<file path="src/rtl/mem_wb_pkg.sv">
// Shared encodings for the MEM/WB stage: load-size codes, FSM states and the
// helper that sizes the byte-offset field from the data width.
package mem_wb_pkg;

  localparam logic [1:0] LD_B = 2'b00;
  localparam logic [1:0] LD_H = 2'b01;
  localparam logic [1:0] LD_W = 2'b10;

  typedef enum logic [1:0] {
    ST_IDLE     = 2'b00,
    ST_WAIT_MEM = 2'b01,
    ST_DRAIN    = 2'b10
  } state_e;

  function automatic int clog2(input int value);
    int w;
    w = 0;
    for (int i = 0; i < 31; i++) begin
      if ((32'd1 << i) < value) begin
        w = i + 1;
      end
    end
    return w;
  endfunction

endpackage

</file>
<file path="src/rtl/mem_wb_pipe_load_align.sv">
// Load-return alignment: selects the byte/half lane addressed by the load
// offset and sign- or zero-extends it to the full data width.
module load_align
  import mem_wb_pkg::*;
#(
  parameter int DSIZE = 32,
  parameter int OFFW  = clog2(DSIZE / 8)
) (
  input  logic [DSIZE-1:0] rdata,
  input  logic [OFFW-1:0]  offset,
  input  logic [1:0]       size,
  input  logic             is_signed,
  output logic [DSIZE-1:0] data
);

  localparam logic [DSIZE-1:0] MASK_B = DSIZE'(8'hFF);
  localparam logic [DSIZE-1:0] MASK_H = DSIZE'(16'hFFFF);

  logic [OFFW-1:0]  off_h_s;
  logic [DSIZE-1:0] lane_b_s;
  logic [DSIZE-1:0] lane_h_s;
  logic [DSIZE-1:0] fill_b_s;
  logic [DSIZE-1:0] fill_h_s;

  // Lane shift and extension; halfword lanes ignore the offset LSB
  always_comb begin
    off_h_s  = offset & ~OFFW'(1);
    lane_b_s = rdata >> {offset, 3'b000};
    lane_h_s = rdata >> {off_h_s, 3'b000};
    fill_b_s = {DSIZE{is_signed & lane_b_s[7]}};
    fill_h_s = {DSIZE{is_signed & lane_h_s[15]}};
    case (size)
      LD_B:    data = (lane_b_s & MASK_B) | (fill_b_s & ~MASK_B);
      LD_H:    data = (lane_h_s & MASK_H) | (fill_h_s & ~MASK_H);
      default: data = rdata;
    endcase
  end

endmodule

</file>
<file path="src/rtl/mem_wb_pipe.sv">
// MEM/WB pipeline stage: accepts one op per handshake, waits for load data
// when it arrives late, and issues one registered register-file write.
module mem_wb_pipe
  import mem_wb_pkg::*;
#(
  parameter int DSIZE        = 32,
  parameter int ASIZE        = 5,
  parameter int R0_HARDWIRED = 1
) (
  input  logic             clk,
  input  logic             rst,
  input  logic             in_valid,
  output logic             in_ready,
  input  logic             flush,
  input  logic             wen_in,
  input  logic             mem_to_reg_in,
  input  logic [DSIZE-1:0] result_in,
  input  logic [ASIZE-1:0] waddr_in,
  input  logic [1:0]       ld_size_in,
  input  logic             ld_signed_in,
  input  logic             rdata_valid,
  input  logic [DSIZE-1:0] rdata_in,
  output logic             out_valid,
  output logic             wen_out,
  output logic [ASIZE-1:0] waddr_out,
  output logic [DSIZE-1:0] wdata_out,
  output logic             pend_valid,
  output logic [ASIZE-1:0] pend_waddr,
  output logic             err_unexpected
);

  localparam int OFFW = clog2(DSIZE / 8);

  state_e state_q, state_d;

  logic [ASIZE-1:0] h_waddr_q, h_waddr_d;
  logic             h_wen_q, h_wen_d;
  logic [1:0]       h_size_q, h_size_d;
  logic             h_signed_q, h_signed_d;
  logic [OFFW-1:0]  h_off_q, h_off_d;

  logic             out_valid_q, out_valid_d;
  logic             wen_out_q, wen_out_d;
  logic [ASIZE-1:0] waddr_out_q, waddr_out_d;
  logic [DSIZE-1:0] wdata_out_q, wdata_out_d;
  logic             err_q, err_d;

  logic             cmp_alu_s, cmp_ld_now_s, cmp_hold_s, capture_s, err_set_s;
  logic             idle_s;
  logic [OFFW-1:0]  al_off_s;
  logic [1:0]       al_size_s;
  logic             al_signed_s;
  logic [DSIZE-1:0] al_data_s;

  function automatic logic wb_enable(input logic wen, input logic [ASIZE-1:0] waddr);
    return wen & ~((R0_HARDWIRED != 0) && (waddr == {ASIZE{1'b0}}));
  endfunction

  // State register
  always_ff @(posedge clk) begin
    if (rst) begin
      state_q <= ST_IDLE;
    end else begin
      state_q <= state_d;
    end
  end

  // Next state and event strobes; flush outranks in_valid and rdata_valid
  always_comb begin
    state_d      = state_q;
    cmp_alu_s    = 1'b0;
    cmp_ld_now_s = 1'b0;
    cmp_hold_s   = 1'b0;
    capture_s    = 1'b0;
    err_set_s    = 1'b0;
    case (state_q)
      ST_IDLE: begin
        if (!flush) begin
          cmp_alu_s    = in_valid & ~mem_to_reg_in;
          cmp_ld_now_s = in_valid & mem_to_reg_in & rdata_valid;
          capture_s    = in_valid & mem_to_reg_in & ~rdata_valid;
          err_set_s    = rdata_valid & ~(in_valid & mem_to_reg_in);
          if (capture_s) begin
            state_d = ST_WAIT_MEM;
          end else begin
            state_d = ST_IDLE;
          end
        end else begin
          state_d = ST_IDLE;
        end
      end
      ST_WAIT_MEM: begin
        if (flush) begin
          state_d = rdata_valid ? ST_IDLE : ST_DRAIN;
        end else if (rdata_valid) begin
          cmp_hold_s = 1'b1;
          state_d    = ST_IDLE;
        end else begin
          state_d = ST_WAIT_MEM;
        end
      end
      ST_DRAIN: begin
        if (rdata_valid) begin
          state_d = ST_IDLE;
        end else begin
          state_d = ST_DRAIN;
        end
      end
      default: state_d = ST_IDLE;
    endcase
  end

  // Outputs decoded from state only
  always_comb begin
    idle_s     = (state_q == ST_IDLE);
    in_ready   = idle_s;
    pend_valid = (state_q == ST_WAIT_MEM);
  end

  // Aligner fed from the live op in IDLE, from the hold registers otherwise
  always_comb begin
    if (idle_s) begin
      al_off_s    = result_in[OFFW-1:0];
      al_size_s   = ld_size_in;
      al_signed_s = ld_signed_in;
    end else begin
      al_off_s    = h_off_q;
      al_size_s   = h_size_q;
      al_signed_s = h_signed_q;
    end
  end

  load_align #(
    .DSIZE(DSIZE),
    .OFFW (OFFW)
  ) u_align (
    .rdata    (rdata_in),
    .offset   (al_off_s),
    .size     (al_size_s),
    .is_signed(al_signed_s),
    .data     (al_data_s)
  );

  // Write-back and hold-register next values
  always_comb begin
    out_valid_d = 1'b0;
    wen_out_d   = 1'b0;
    waddr_out_d = waddr_out_q;
    wdata_out_d = wdata_out_q;
    if (cmp_alu_s) begin
      out_valid_d = 1'b1;
      wen_out_d   = wb_enable(wen_in, waddr_in);
      waddr_out_d = waddr_in;
      wdata_out_d = result_in;
    end else if (cmp_ld_now_s) begin
      out_valid_d = 1'b1;
      wen_out_d   = wb_enable(wen_in, waddr_in);
      waddr_out_d = waddr_in;
      wdata_out_d = al_data_s;
    end else if (cmp_hold_s) begin
      out_valid_d = 1'b1;
      wen_out_d   = wb_enable(h_wen_q, h_waddr_q);
      waddr_out_d = h_waddr_q;
      wdata_out_d = al_data_s;
    end else begin
      out_valid_d = 1'b0;
      wen_out_d   = 1'b0;
    end

    if (capture_s) begin
      h_waddr_d  = waddr_in;
      h_wen_d    = wen_in;
      h_size_d   = ld_size_in;
      h_signed_d = ld_signed_in;
      h_off_d    = result_in[OFFW-1:0];
    end else begin
      h_waddr_d  = h_waddr_q;
      h_wen_d    = h_wen_q;
      h_size_d   = h_size_q;
      h_signed_d = h_signed_q;
      h_off_d    = h_off_q;
    end

    err_d = err_q | err_set_s;
  end

  // Datapath registers
  always_ff @(posedge clk) begin
    if (rst) begin
      out_valid_q <= 1'b0;
      wen_out_q   <= 1'b0;
      waddr_out_q <= {ASIZE{1'b0}};
      wdata_out_q <= {DSIZE{1'b0}};
      err_q       <= 1'b0;
      h_waddr_q   <= {ASIZE{1'b0}};
      h_wen_q     <= 1'b0;
      h_size_q    <= 2'b00;
      h_signed_q  <= 1'b0;
      h_off_q     <= {OFFW{1'b0}};
    end else begin
      out_valid_q <= out_valid_d;
      wen_out_q   <= wen_out_d;
      waddr_out_q <= waddr_out_d;
      wdata_out_q <= wdata_out_d;
      err_q       <= err_d;
      h_waddr_q   <= h_waddr_d;
      h_wen_q     <= h_wen_d;
      h_size_q    <= h_size_d;
      h_signed_q  <= h_signed_d;
      h_off_q     <= h_off_d;
    end
  end

  assign out_valid      = out_valid_q;
  assign wen_out        = wen_out_q;
  assign waddr_out      = waddr_out_q;
  assign wdata_out      = wdata_out_q;
  assign pend_waddr     = h_waddr_q;
  assign err_unexpected = err_q;

endmodule

</file>
<file path="config.mk">
export PLATFORM = sky130hd
export DESIGN_NAME = mem_wb_pipe
export DESIGN_NICKNAME = d
export VERILOG_FILES = /design/src/rtl/mem_wb_pkg.sv /design/src/rtl/mem_wb_pipe_load_align.sv /design/src/rtl/mem_wb_pipe.sv
export SDC_FILE = /design/constraint.sdc
export NUM_CORES = 1
export LEC_CHECK = 0
export CAP_MARGIN = 20
export CORE_UTILIZATION = 35
export CTS_CLUSTER_DIAMETER = 100
export DETAILED_ROUTE_END_ITERATION = 8
export GPL_TIMING_DRIVEN = 0
export PLACE_DENSITY_LB_ADDON = 0.2
export SYNTH_ARGS = -nofsm -noshare
export SYNTH_HDL_FRONTEND = slang
export SYNTH_HIERARCHICAL = 1
export SYNTH_SLANG_ARGS = --single-unit
export TNS_END_PERCENT = 20
</file>
<file path="constraint.sdc">
create_clock -name clk -period 2.55 [get_ports clk]
set_input_delay 0.51 -clock clk [delete_from_list [all_inputs] [get_ports clk]]
set_output_delay 0.51 -clock clk [all_outputs]
set_load 0.05 [all_outputs]
</file>
After elaboration in Yosys (flattened, before gate mapping)

Cells that the tools add are included.

Register bits: 53
Bits of input ports: 79
Output and inout bits: 47
Logic and storage cells: 71

Equal/unequal tests: 3
Shift-type cells: 2
Mux-type cells: 33
Bitwise gates (word level): 17
Reduce and logical (&&, ||, !) cells: 5

Operators with widths:

| kind                 | number |
|---|---|
| $mux W32             | 3 |
| $pmux W32 S2         | 1 |
| $or A16 B32 Y32      | 1 |
| $or A8 B32 Y32       | 1 |
| $shr A32 B5 Y16      | 1 |
| $shr A32 B5 Y8       | 1 |
| $mux W1              | 20 |
| $mux W5              | 3 |
| $logic_not A5 Y1     | 2 |
| $mux W2              | 5 |
| $and A1 B1 Y1        | 9 |
| $pmux W2 S3          | 1 |
| $not A1 Y1           | 5 |
| $eq A2 B1 Y1 const B | 2 |
| $logic_not A2 Y1     | 2 |
| $reduce_bool A3 Y1   | 1 |
| $eq A2 B2 Y1 const B | 1 |
| $or A1 B1 Y1         | 1 |

Longest topological paths before layout

Gate-level depths: netlist of run 1.

Word-level depth: 9
Mapped depth: 10
Depth with buffers taken out: 7

By module

The synthesis of run 1 kept the hierarchy.

Modules (own cells, without submodules):

| module      | times used | cells each | area each (um^2) | sequential area each (um^2) |
|---|---|---|---|---|
| mem_wb_pipe | 1          | 308        | 2763.9           | 1061.0 |
| load_align  | 1          | 123        | 848.3            | 0.0 |

Least setup slack after synthesis of run 1

No wires, ideal clock.

Path kind: reg-to-reg
From: register state_q[1]
To: register wdata_out_q[14] (netlist: wdata_out[14])
Setup time: 0.133 ns
Data arrival time: 2.829 ns
Required time: 2.417 ns
Slack: -0.412 ns
Stages on the path, launching flop included: 11
Buffers on the path: 3
Period minus slack after synthesis: 2.962 ns
Cell sequence: dfxtp_1 -> buf_2 -> nor2_1 -> mux2_2 -> buf_6 -> mux2_4 -> a22oi_4 -> buf_6 -> o221ai_2 -> o21ai_1 -> a311oi_1

Cells in the longest elaborated chain, start to end: 9
Elaborated cells on any way between the ends: 20
Those cells by class: eq/ne: 2; shift: 2; mux: 10; bitwise: 3; reduce/logical: 3

Ends and longest elaborated chain:

| element                  | RTL line                     | text |
|---|---|---|
| start: declaration       | mem_wb_pipe.sv:34            | `state_e state_q, state_d;` |
| start signal: assignment | mem_wb_pipe.sv:64            | `state_q <= state_d;` |
| $logic_not A2 Y1 (*)     | mem_wb_pipe.sv:115           | `idle_s = (state_q == ST_IDLE);` |
| named net in_ready       | mem_wb_pipe.sv:13            | `output logic in_ready,` |
| $mux W2 (*)              | mem_wb_pipe.sv:122           | `if (idle_s) begin` |
| named net al_off_s[1]    | mem_wb_pipe.sv:50            | `logic [OFFW-1:0] al_off_s;` |
| $shr A32 B5 Y8           | mem_wb_pipe_load_align.sv:28 | `lane_b_s = rdata >> {offset, 3'b000};` |
| $and A1 B1 Y1            | mem_wb_pipe_load_align.sv:30 | `fill_b_s = {DSIZE{is_signed & lane_b_s[7]}};` |
| $or A8 B32 Y32           | mem_wb_pipe_load_align.sv:33 | `LD_B: data = (lane_b_s & MASK_B) \| (fill_b_s & ~MASK_B);` |
| $pmux W32 S2 (*)         | mem_wb_pipe_load_align.sv:32 | `case (size)` |
| named net al_data_s[14]  | mem_wb_pipe.sv:53            | `logic [DSIZE-1:0] al_data_s;` |
| $mux W32                 | mem_wb_pipe.sv:160           | `end else if (cmp_hold_s) begin` |
| $mux W32 (*)             | mem_wb_pipe.sv:155           | `end else if (cmp_ld_now_s) begin` |
| $mux W32 (*)             | mem_wb_pipe.sv:150           | `if (cmp_alu_s) begin` |
| end signal: assignment   | mem_wb_pipe.sv:193           | `wdata_out_q <= {DSIZE{1'b0}};` |
| end signal: assignment   | mem_wb_pipe.sv:204           | `wdata_out_q <= wdata_out_d;` |
| end: declaration         | mem_wb_pipe.sv:45            | `logic [DSIZE-1:0] wdata_out_q, wdata_out_d;` |

Mark *: on every way through the listed nets, which the timed path passes. The rest lies on a longest branch. The select of a mux whose other input is x is not followed.
A chain may end at the register's enable or synchronous reset.

Final worst setup path of run 1

From: register state_q[0]
To: register wdata_out_q[5] (netlist: wdata_out[5])

Cells in the longest elaborated chain, start to end: 8
Elaborated cells on any way between the ends: 18
Those cells by class: eq/ne: 2; shift: 2; mux: 9; bitwise: 2; reduce/logical: 3

Ends and longest elaborated chain:

| element                | RTL line |
|---|---|
| $logic_not A2 Y1 (*)   | mem_wb_pipe.sv:115 |
| $mux W2 (*)            | mem_wb_pipe.sv:122 |
| named net al_off_s[0]  | mem_wb_pipe.sv:50 |
| $shr A32 B5 Y8 (*)     | mem_wb_pipe_load_align.sv:28 |
| $or A8 B32 Y32 (*)     | mem_wb_pipe_load_align.sv:33 |
| $pmux W32 S2 (*)       | mem_wb_pipe_load_align.sv:32 |
| named net al_data_s[5] | mem_wb_pipe.sv:53 |
| $mux W32               | mem_wb_pipe.sv:160 |
| $mux W32 (*)           | mem_wb_pipe.sv:155 |
| $mux W32 (*)           | mem_wb_pipe.sv:150 |

Marks and branches as above.

==> results of run 1 <==
## logic make-up (layout without fill, tap and decap cells)
| group | count (synthesis) | in the layout | share of synthesized area (%) |
|---|---|---|---|
| buffers and inverters | 60 | 192 | 10.18 |
| multiplexers | 21 | 21 | 6.269 |
| AO/OA/AOI/OAI | 201 | 201 | 38.62 |
| flip-flops | 53 | 53 | 29.37 |
| AND/OR/NAND/NOR | 96 | 96 | 15.55 |
## through the flow
step                      setup TNS (ns)  hold WS, ns  instances
final                                  0       0.4828        696
after detailed placement          -2.535       0.4618        686
after CTS                              0       0.4801        694
after global routing                   0       0.5000        696
after global placement            -1.717       0.4543        686
after floorplan                        0       0.4514        431
## Yosys cell counts (3+ instances only)
| cell type | number |
|---|---|
| buf_4 | 7 |
| a211oi_1 | 32 |
| nand2_1 | 10 |
| o21ai_1 | 28 |
| a21oi_1 | 59 |
| o221ai_2 | 3 |
| dfxtp_1 | 53 |
| buf_6 | 14 |
| mux2i_1 | 14 |
| nor2b_1 | 20 |
| o21ai_0 | 16 |
| clkbuf_1 | 27 |
| nor3_1 | 3 |
| or4_1 | 3 |
| nor2_1 | 3 |
| mux2_2 | 5 |
| a32oi_1 | 6 |
| nand3_1 | 44 |
| a311oi_1 | 28 |
| a311oi_2 | 4 |
| buf_2 | 9 |
| o221ai_1 | 5 |
| o22a_1 | 7 |
| o211ai_1 | 6 |
## critical path, delay by kind of cell (launching register included)
family          cells  cell delay, ns
buf+inv             4            0.59
mux                 2            0.57
compound gates      3            0.55
flops               1            0.33
simple gates        2            0.29
## power by group through the flow
stage	Sequential (mW)	Clock, mW	Combinational, mW
6_report	0.900	0.539	0.853
5_1_grt	0.905	0.578	0.909
4_1_cts	0.900	0.549	0.839
3_5_place_dp	0.918	0	0.836
3_3_place_gp	0.917	0	0.828
2_1_floorplan	1.06	0	0.367
## registers in the layout, summed over array words and instances (netlist names)
name / cells
h_signed_q: 1
h_wen_q: 1
h_size_q: 2
wdata_out: 32
h_off_q: 2
state_q: 2
out_valid: 1
pend_waddr: 5
err_unexpected: 1
wen_out: 1
waddr_out: 5
## final timing paths
path	depth (start not counted)	slack, ns	endpoint	from
max	11	0.15	wdata_out[5]$_SDFFE_PP0P_	state_q[0]$_SDFF_PP0_
max reg2reg	11	0.15	wdata_out[5]$_SDFFE_PP0P_	state_q[0]$_SDFF_PP0_
min reg2reg	2	0.48	h_off_q[1]$_SDFFE_PP0P_	h_off_q[1]$_SDFFE_PP0P_
min	2	0.48	h_off_q[1]$_SDFFE_PP0P_	h_off_q[1]$_SDFFE_PP0P_
## layer usage
| metal | global-route usage (%) | vias to the layer above | part of all wire (%) | wire length, um |
|---|---|---|---|---|
| met3 | 3.587 | 15 | 4.8 | 621 |
| met2 | 39.50 | 140 | 47 | 6063 |
| li1 | - | 1938 | - | - |
| met5 | 0 | - | 0 | 0 |
| met4 | 6.625 | 0 | 1.5 | 198 |
| met1 | 31.82 | 1956 | 47 | 6088 |
## repair_timing
action | CTS | global route
setup buffers | 0 | 4
setup endpoints to repair | 0 | 26
resized for setup | 0 | 17
## cell type report
| cell class | instances | area (um^2) |
|---|---|---|
| Buffer | 55 | 356.6 |
| Clock buffer | 5 | 68.82 |
| Clock inverter | 3 | 28.78 |
| Fill cell | 994 | 4742 |
| Inverter | 3 | 11.26 |
| Multi-Input combinational cell | 318 | 2222 |
| Sequential cell | 53 | 1062 |
| Tap cell | 133 | 166.4 |
| Timing Repair Buffer | 126 | 1251 |
==> run metrics, run 1 <==
outcome complete, no violations; Post-Syn Instances between 400 and 500; Ports ~130; vias per cell ~5.8; Critical Path AT 2.64 ns; port bufs roughly 120; startpoint types flop; initial antenna violation count 0; Slew @ Worst Pin a little over 0.7 ns; total wire length around 13000 um; clk slew on worst S/H paths between 0.1 and 0.15 ns; Setup violations, final 0; most frequent cells in the layout clkdlybuf4s50_1 (122), a21oi_1 (59), dfxtp_1 (52); wire length per cell roughly 19 um; kind of end point of the critical path flop; PwrDens 443.7 nW/um^2; final setup margin 0.1455 ns; number of synthesized flops with an enable pin 0; CTS buffer count 5; Post-Syn Area 3612 um^2; cell leakage power approximately 1.7 nW; synth top area cells dfxtp_1 (29%), a21oi_1 (8.2%), a311oi_1 (6.8%), a211oi_1 (6.7%), nand3_1 (6.1%); Die H a little over 100 um; number of H-tree levels 2; hpwl dp between 10000 and 15000 um; Top FF cell, synth dfxtp_1; Yosys cell types 45; CP max-delay cell mux2_2; RD Place Congestion 0.8674; DP Area 5007 um^2; most common cell after layout, fill and taps aside clkdlybuf4s50_1; Area growth syn-to-layout 43.06%; maximum VDD drop approximately 0.27 mV; via count roughly 4000; post-synth top area share ~29%; Final Skew 0.006578 ns; Slowest Stage Delay on Critical Path 0.36 ns; clock power share 23.5%; sw frac a little under two fifths; die width between 100 and 150 um; overall power 2.293 mW; Die Area ~11000 um^2; Place WS -0.1499 ns; switching pwr between 0.8 and 0.9 mW; largest net degree at the start of global routing 20; root buf cell clkbuf_8; Yosys warning count 6; kind of critical path flop to flop; Syn Area/Cell ~8.4 um^2; final slew viol count 0; post-route minimum period around 2.4 ns; Max-Cap Viols 0; fin util a little over half; Int Pwr 1.448 mW; Initial Utilization between 30% and 40%; fmax a little over 400 MHz; asr flop ratio synth 0%; Hold/Removal Path Class flop to flop; Post-CTS Hold Fix Bufs 0; final hold viol count 0; clk sinks 53; Pre-Repair DR Iteration Count 5; combinational power share a little under two fifths; crit-path cells buf_6 > nor2_4 > buf_4 > buf_4 > mux2_2 > nor2b_1 > buf_4 > mux2i_2 > o22a_1 > o21ai_0 > a311oi_2; n_diodes 0; fin area a little over 5000 um^2; Flop pwr share approximately 39%; Remaining DRCs 0; dominant cell type by area after synthesis dfxtp_1; Mapped Nets 510; core area ~9900 um^2; unrepaired setup endpoints after global routing no; Critical Path RT about 2.8 ns; Overflow after GRT 0; Worst path most repeated cell buf_4; Total GRT Usage 23.77%; Slew headroom slightly above 50%; clk buf depth 2; Seq cells post-synth 53; clk_lat worst skew roughly 0.32 ns; Tcrit/Tclk final about 94%; first-pass GRT wire length a little over 20000 um; CTS tree done; initial DRC count 246; Rows 36; # nets final 641; vias in the first global route between 4000 and 5000; critical path peak fanout 10; antenna-violating nets left 0; share of cells above drive strength 1 12.26%; sequential element share of the synthesized area approximately 29%
No activity file was read; power rests on OpenSTA's default activity.
==> inputs of run 2 (changes only) <==
ABC_AREA = 0   (was unset)
ABC_CLOCK_PERIOD_IN_PS = 2550   (was unset)
==> results of run 2 <==
Final layout, timing and power as in run 1 (identical DEF).
==> inputs of run 3 (changes only) <==
TNS_END_PERCENT = 1   (was 20)
==> results of run 3 <==
Final layout, timing and power as in run 1 (identical DEF).
